## src/rtl/rr_arb_pkg.sv

```systemverilog
// rr_arb_pkg: shared types, default sizes and helpers for the round-robin ring arbiter.
package rr_arb_pkg;
  typedef enum logic {IDLE, GRANT} state_t;
  localparam int N_DEF = 4;
  localparam int HOLD_MAX_DEF = 8;
  function automatic logic [3:0] onehot_to_bin(input logic [15:0] oh);
    onehot_to_bin = '0;
    for (int i = 0; i < 16; i++)
      if (oh[i]) onehot_to_bin = onehot_to_bin | 4'(i);
  endfunction
endpackage

```

## src/rtl/rr_ring_ptr.sv

```systemverilog
// rr_ring_ptr: combinational circular priority picker, searching upward from the one-hot ptr.
module rr_ring_ptr #(
  parameter int N = 4
) (
  input  logic [N-1:0] req,
  input  logic [N-1:0] ptr,
  output logic [N-1:0] pick,
  output logic         any_req
);
  logic [N-1:0] hi;
  // Requests at or above ptr win; otherwise wrap to the lowest set bit overall.
  assign hi      = req & ~(ptr - N'(1));
  assign pick    = |hi ? hi & (~hi + N'(1)) : req & (~req + N'(1));
  assign any_req = |req;
endmodule

```

## src/rtl/rr_ring_arbiter.sv

```systemverilog
// rr_ring_arbiter: round-robin arbiter with one-hot ring pointer and held grants.
// Define HOLD_TIMEOUT_EN to revoke a grant after HOLD_MAX cycles.
module rr_ring_arbiter
  import rr_arb_pkg::*;
#(
  parameter int N        = N_DEF,
  parameter int HOLD_MAX = HOLD_MAX_DEF,
  parameter int ID_W     = $clog2(N)
) (
  input  logic            clk,
  input  logic            reset,
  input  logic [N-1:0]    req,
  output logic [N-1:0]    grant,
  output logic            grant_valid,
  output logic [ID_W-1:0] grant_id,
  output logic [N-1:0]    ptr
);
  if (N < 2 || N > 16) begin : g_bad_n
    $error("rr_ring_arbiter: N must be 2..16");
  end
  if (HOLD_MAX < 1) begin : g_bad_hold
    $error("rr_ring_arbiter: HOLD_MAX must be >= 1");
  end
  state_t          state_q, state_d;
  logic [N-1:0]    grant_q, grant_d, ptr_q, ptr_d, pick;
  logic [ID_W-1:0] id_q, id_d;
  logic            any_req, rel;
  rr_ring_ptr #(.N(N)) u_pick (
    .req    (req),
    .ptr    (ptr_q),
    .pick   (pick),
    .any_req(any_req)
  );
`ifdef HOLD_TIMEOUT_EN
  localparam int HW = $clog2(HOLD_MAX + 1);
  logic [HW-1:0] hold_q, hold_d;
  assign hold_d = (state_q == GRANT) ? hold_q + HW'(1) : '0;
  assign rel    = !req[id_q] || hold_q == HW'(HOLD_MAX - 1);
  always_ff @(posedge clk or posedge reset)
    if (reset) hold_q <= '0;
    else hold_q <= hold_d;
`else
  assign rel = !req[id_q];
`endif
  always_comb begin
    state_d = state_q;
    grant_d = grant_q;
    id_d    = id_q;
    ptr_d   = ptr_q;
    if (state_q == IDLE) begin
      if (any_req) begin
        state_d = GRANT;
        grant_d = pick;
        id_d    = ID_W'(onehot_to_bin(16'(pick)));
      end
    end else if (rel) begin
      state_d = IDLE;
      grant_d = '0;
      // Releasing requester drops to lowest priority.
      ptr_d   = {grant_q[N-2:0], grant_q[N-1]};
    end
  end
  always_ff @(posedge clk or posedge reset)
    if (reset) begin
      state_q <= IDLE;
      grant_q <= '0;
      id_q    <= '0;
      ptr_q   <= N'(1);
    end else begin
      state_q <= state_d;
      grant_q <= grant_d;
      id_q    <= id_d;
      ptr_q   <= ptr_d;
    end
  assign grant       = grant_q;
  assign grant_valid = |grant_q;
  assign grant_id    = id_q;
  assign ptr         = ptr_q;
endmodule

```

## config.mk

```make
export PLATFORM = sky130hd
export DESIGN_NAME = rr_ring_arbiter
export DESIGN_NICKNAME = d
export VERILOG_FILES = /design/src/rtl/rr_arb_pkg.sv /design/src/rtl/rr_ring_ptr.sv /design/src/rtl/rr_ring_arbiter.sv
export SDC_FILE = /design/constraint.sdc
export NUM_CORES = 1
export LEC_CHECK = 0
export BUFFER_PORTS_ARGS = -buffer_cell sky130_fd_sc_hd__buf_2
export CORE_AREA = 2 2 39 41
export CTS_BUF_LIST = sky130_fd_sc_hd__clkbuf_4 sky130_fd_sc_hd__clkbuf_8
export CTS_CLUSTER_DIAMETER = 30
export CTS_CLUSTER_SIZE = 20
export DETAILED_ROUTE_END_ITERATION = 12
export DIE_AREA = 0 0 41 43
export PLACE_DENSITY = 0.74
export SLEW_MARGIN = 5
export SYNTH_ARGS = -nofsm -noshare
export SYNTH_HDL_FRONTEND = slang
export SYNTH_SLANG_ARGS = --single-unit
```

## constraint.sdc

```tcl
create_clock -name clk -period 4.6 [get_ports clk]
set_input_delay 0.46 -clock clk [delete_from_list [all_inputs] [get_ports clk]]
set_output_delay 0.46 -clock clk [all_outputs]
set_load 0.005 [all_outputs]
```

### Yosys cells after proc, flatten, opt, wreduce, memory -nomap -nowiden

Index checks and enable logic that the tools add are counted.
W data, S select, Z words.

* logic and storage cells: 36
* output and inout bits: 11
* bits of input ports: 6
* bits in registers: 11

* mux-type cells: 12
* equal/unequal tests: 1
* add/subtract/negate cells: 3
* reduce and logical (&&, ||, !) cells: 7
* magnitude comparators: 1
* bitwise operators: 8

Operators by type and width (number)
* $mux W4: 4
* $and A4 B4 Y4: 3
* $not A4 Y4: 3
* $reduce_or A4 Y1: 3
* $add A4 B1 Y4 const B: 2
* $reduce_and A2 Y1: 3
* $mux W1: 5
* $mux W2: 2
* $sub A4 B1 Y4 const B: 1
* $lt A2 B3 Y1 const B: 1
* $bmux W1 S2: 1
* $ne A2 B2 Y1 const B: 1
* $not A1 Y1: 2
* $reduce_bool A2 Y1: 1

### Depth between registers and ports, before layout

* depth after elaboration: 10
* depth in mapped cells: 6
* gate-level depth less buffers: 6

### By module

From an unflattened synthesis, not the netlist that was laid out.

* cells, all modules: 64
* area, all modules: 676.9 µm²

Modules (own cells, without submodules)
* rr_ring_arbiter: cells each 40, area each 510.5 µm², times used 1, seq. area each 276.5 µm²
* rr_ring_ptr: cells each 24, area each 166.4 µm², times used 1, seq. area each 0.0 µm²

### Worst setup path after synthesis

OpenSTA, ideal clock, no wires.

* path type: reg2reg
* start: register ptr_q[0] (netlist: ptr[0])
* end: register grant_q[3] (netlist: grant[3])
* period minus slack after synthesis: 1741 ps
* required time: 4537 ps
* cell stages (with the launch flop): 7
* path buffers: 0
* library setup time: 63 ps
* setup slack: 2859 ps
* arrival time: 1678 ps
* path through: dfstp_2 -> inv_1 -> ha_1 -> a22o_2 -> a211oi_1 -> o211ai_1 -> a21bo_2

* cells in the longest elaborated chain, start to end: 9
* elaborated cells between the ends (all ways): 10
* classes of those cells: add/sub (2); mux (3); bitwise (4); reduce/logical (1)

Ends and longest elaborated chain
* from (decl): line rr_ring_arbiter.sv:25 `logic [N-1:0] grant_q, grant_d, ptr_q, ptr_d, pick;`
* from (signal assigned): line rr_ring_arbiter.sv:73 `ptr_q <= ptr_d;`
* $sub A4 B1 Y4 *: line rr_ring_ptr.sv:12 `assign hi = req & ~(ptr - N'(1));`
* $not A4 Y4 *: line rr_ring_ptr.sv:12
* $and A4 B4 Y4 *: line rr_ring_ptr.sv:12
* $not A4 Y4: line rr_ring_ptr.sv:13 `assign pick = |hi ? hi & (~hi + N'(1)) : req & (~req + N'(1));`
* $add A4 B1 Y4: line rr_ring_ptr.sv:13
* $and A4 B4 Y4: line rr_ring_ptr.sv:13
* $mux W4 *: line rr_ring_ptr.sv:13
* $mux W4 *: line rr_ring_arbiter.sv:51 `if (any_req) begin`
* $mux W4 *: line rr_ring_arbiter.sv:50 `if (state_q == IDLE) begin`
* to (signal assigned): line rr_ring_arbiter.sv:71 `grant_q <= grant_d;`
* to (decl): line rr_ring_arbiter.sv:25

Every way passes the cells marked *; elsewhere a longest branch is shown, timed or not. The select of a mux whose other input is x is not followed.
A chain may end at the register's enable or synchronous reset.

### Final worst setup path

Same ends and word-level chain as after synthesis.

==> impl_metrics.env <==
export IMPL_die_height_um=43
export IMPL_vias=515
export IMPL_crit_slowest_cell="dfstp_2"
export IMPL_critPathRequiredTime_ps=4810
export IMPL_syn_area_um2=638
export IMPL_design_area_um2=754
export IMPL_yosysSeqAreaShare_pct=43.3
export IMPL_clockPowerShare_pct=12.5
export IMPL_port_buffers=16
export IMPL_regArea_um2=277
export IMPL_synth_common_cells="10 x dfrtp_1, 9 x nand2_1, 5 x o21ai_0"
export IMPL_drtAntennaViolNets=0
export IMPL_drc_errors=0
export IMPL_clock_latency_ps=260
export IMPL_grt_pass1_vias=470
export IMPL_clockRootBuffer="clkbuf_4"
export IMPL_post_dp_cell_area_um2=727
export IMPL_synthDistinctLibCells=31
export IMPL_whs_ps=169
export IMPL_outcome="finished, final reports clean"
export IMPL_timing_rr_start="ptr[0]"
export IMPL_ys_ff_latch=11
export IMPL_internal_power_uw=300
export IMPL_p_sw_share_pct=39.4
export IMPL_arrival_ps=2120
export IMPL_numCtsBuffers=3
export IMPL_hold_buffers=0
export IMPL_slew_violations=0
export IMPL_antenna_found_initial=0
export IMPL_ios=17
export IMPL_end_kind="register"
export IMPL_synth_top_area_cell="dfrtp_1"
export IMPL_yosys_top_cells_area="dfrtp_1 39%, nand2_1 5.3%, dfstp_2 4.1%"
export IMPL_crit_buf_inv=1
export IMPL_drive_gt1_share_pct=41.3
export IMPL_net_switching_power_uw=195
export IMPL_fmax_ghz=0.522
export IMPL_clk_path_buf_depth=2
export IMPL_synthArstFlopShare_pct=100
export IMPL_routed_wl_um=1240
export IMPL_cts_clk_slew_worst_paths_ps=70
export IMPL_startpoint_type="register"
export IMPL_synth_edf_count=0
export IMPL_slowest_delay_ps=580
export IMPL_finalCriticalPeriod_ps=1920
export IMPL_num_rows=14
export IMPL_pwr_share_comb_pct=51.5
export IMPL_ys_warn_count=0
export IMPL_crit_type="register to register"
export IMPL_drt_initial_drc_count=10
export IMPL_synthToLayoutAreaGrowth_pct=18.2
export IMPL_worst_r2r_setup_slack_ps=2680
export IMPL_cts_htree_levels=1
export IMPL_dieArea_um2=1760
export IMPL_p_leak_uw=0.000384
export IMPL_hold_viol_final=0
export IMPL_final_nets=88
export IMPL_crit_family="compound AO/OA/AOI/OAI gates"
export IMPL_post_drt_wl_per_cell_um=13.0
export IMPL_place_congestion=0.753
export IMPL_overflow=0
export IMPL_reg2reg_depth=6
export IMPL_sequentialPowerShare_pct=36.0
export IMPL_start_util_pct=46.1
export IMPL_synth_nets=68
export IMPL_post_route_period_util_pct=41.7
export IMPL_postCtsSetupBuffers=0
export IMPL_cts_num_sinks=11
export IMPL_cts_resized=0
export IMPL_hold_path_class="input pin to async pin"
export IMPL_power_density_nw_per_um2=657
export IMPL_n_antenna_cell=0
export IMPL_finalClockSkew_ps=9.38
export IMPL_grt_pass1_wl_um=2060
export IMPL_maxSlewHeadroom_pct=62.6
export IMPL_setup_tns_final_ps=0
export IMPL_worstPathMaxFanout=7
export IMPL_first_pass_iters=4
export IMPL_maxCapViolations=0
export IMPL_crit_chain="inv_1 > ha_1 > a22o_2 > a211oi_1 > o211ai_1 > a21bo_2"
export IMPL_tightest_slew_ps=555
export IMPL_synthFlopType="dfrtp_1"
export IMPL_rsz0062_at_grt="no"
export IMPL_vdd_drop_max_mv=0.304
export IMPL_n_fill_cell=127
export IMPL_cts_tree="built"
export IMPL_fp_dieW_um=41
export IMPL_totalPowerFinal_uw=496
export IMPL_worst_r2r_endpoint="grant[3]"
export IMPL_vias_per_cell=5.36
export IMPL_synth_cells=61
export IMPL_dp_hpwl_um=1000
export IMPL_synth_area_per_cell_um2=10.5
export IMPL_grt_max_degree=12
export IMPL_finalSetupViolCount=0
export IMPL_core_area_um2=1380
export IMPL_multi_input_area_um2=335
export IMPL_yosysMostFrequentCell="dfrtp_1"
export IMPL_track_usage_pct=17.0
export IMPL_synth_top_area_share_pct=39.2
[power groups by stage]
stage	logic, µW	registers, µW	clock network [µW]
finish	255	179	62.0
global route	283	187	68.2
CTS	258	179	64.9
detailed placement	256	180	0
global placement	253	180	0
floorplan	182	176	0
[worst max-delay path by stage]
stage	from	end	slack [ps]	cells past startpoint
after global placement	ptr[0]	grant[3]	2720	6
final	ptr[0]	grant[3]	2680	6
after detailed placement	ptr[0]	grant[3]	2720	6
after global routing	ptr[0]	grant[3]	2570	6
after floorplan	ptr[0]	grant[3]	2860	6
after CTS	ptr[0]	grant[3]	2680	6
[worst register-to-register path, stage by stage (launching register included)]
cell      delay (ps)
dfstp_2          580
inv_1             70
ha_1             310
a22o_2           240
a211oi_1         260
o211ai_1         190
a21bo_2          220
[cell usage in the layout (no fill, tap or decap), drive strengths merged, types with 2 or more instances in the layout]
cell | netlist | layout
dfrtp | 10 | 10
and3 | 3 | 3
clkbuf | 0 | 3
o21ai | 5 | 5
inv | 4 | 4
nor2 | 3 | 3
a21bo | 2 | 2
mux2 | 2 | 2
or4 | 2 | 2
nand2 | 9 | 9
buf | 1 | 16
nand3 | 2 | 2
[routing by layer]
metal	vias to the layer above	global-route usage, %	routed length, µm
li1	265	-	-
met1	238	24.6	594
met2	12	25.0	606
met3	0	4.71	43
met4	0	4.00	0
met5	-	0	0
[cell families after synthesis]
family,share of synthesized area (%)
muxes,7.06
AOI/OAI and AO/OA,21.0
and+or+nand+nor,21.2
xor gates and xnor gates,1.37
adders and majority gates,1.96
DFF,43.3
buffers and inverters,4.12
[sequential cells by signal, summed over array words and instances (netlist names)]
signal	flops
grant_id	2
ptr	4
grant	4
state_q	1
[per-stage QoR]
| step | setup WS, ps | util (%) | instances |
|---|---|---|---|
| floorplan | 2860 | - | 61 |
| global placement | 2720 | 52.5 | 92 |
| detailed placement | 2720 | 52.5 | 92 |
| CTS | 2680 | 54.5 | 96 |
| global route | 2570 | 54.5 | 96 |
| finish | 2680 | 54.5 | 96 |
[cell type report]
type                    instances  area share [%]
multi-input cells              45            44.4
flip-flops and latches         11            36.7
repair buffers                 16            10.6
clock buffers                   3            2.99
well taps                      16            2.65
inverters                       4            1.99
clock inverters                 1           0.663
Note: power is estimated with default switching activity, not from simulation.
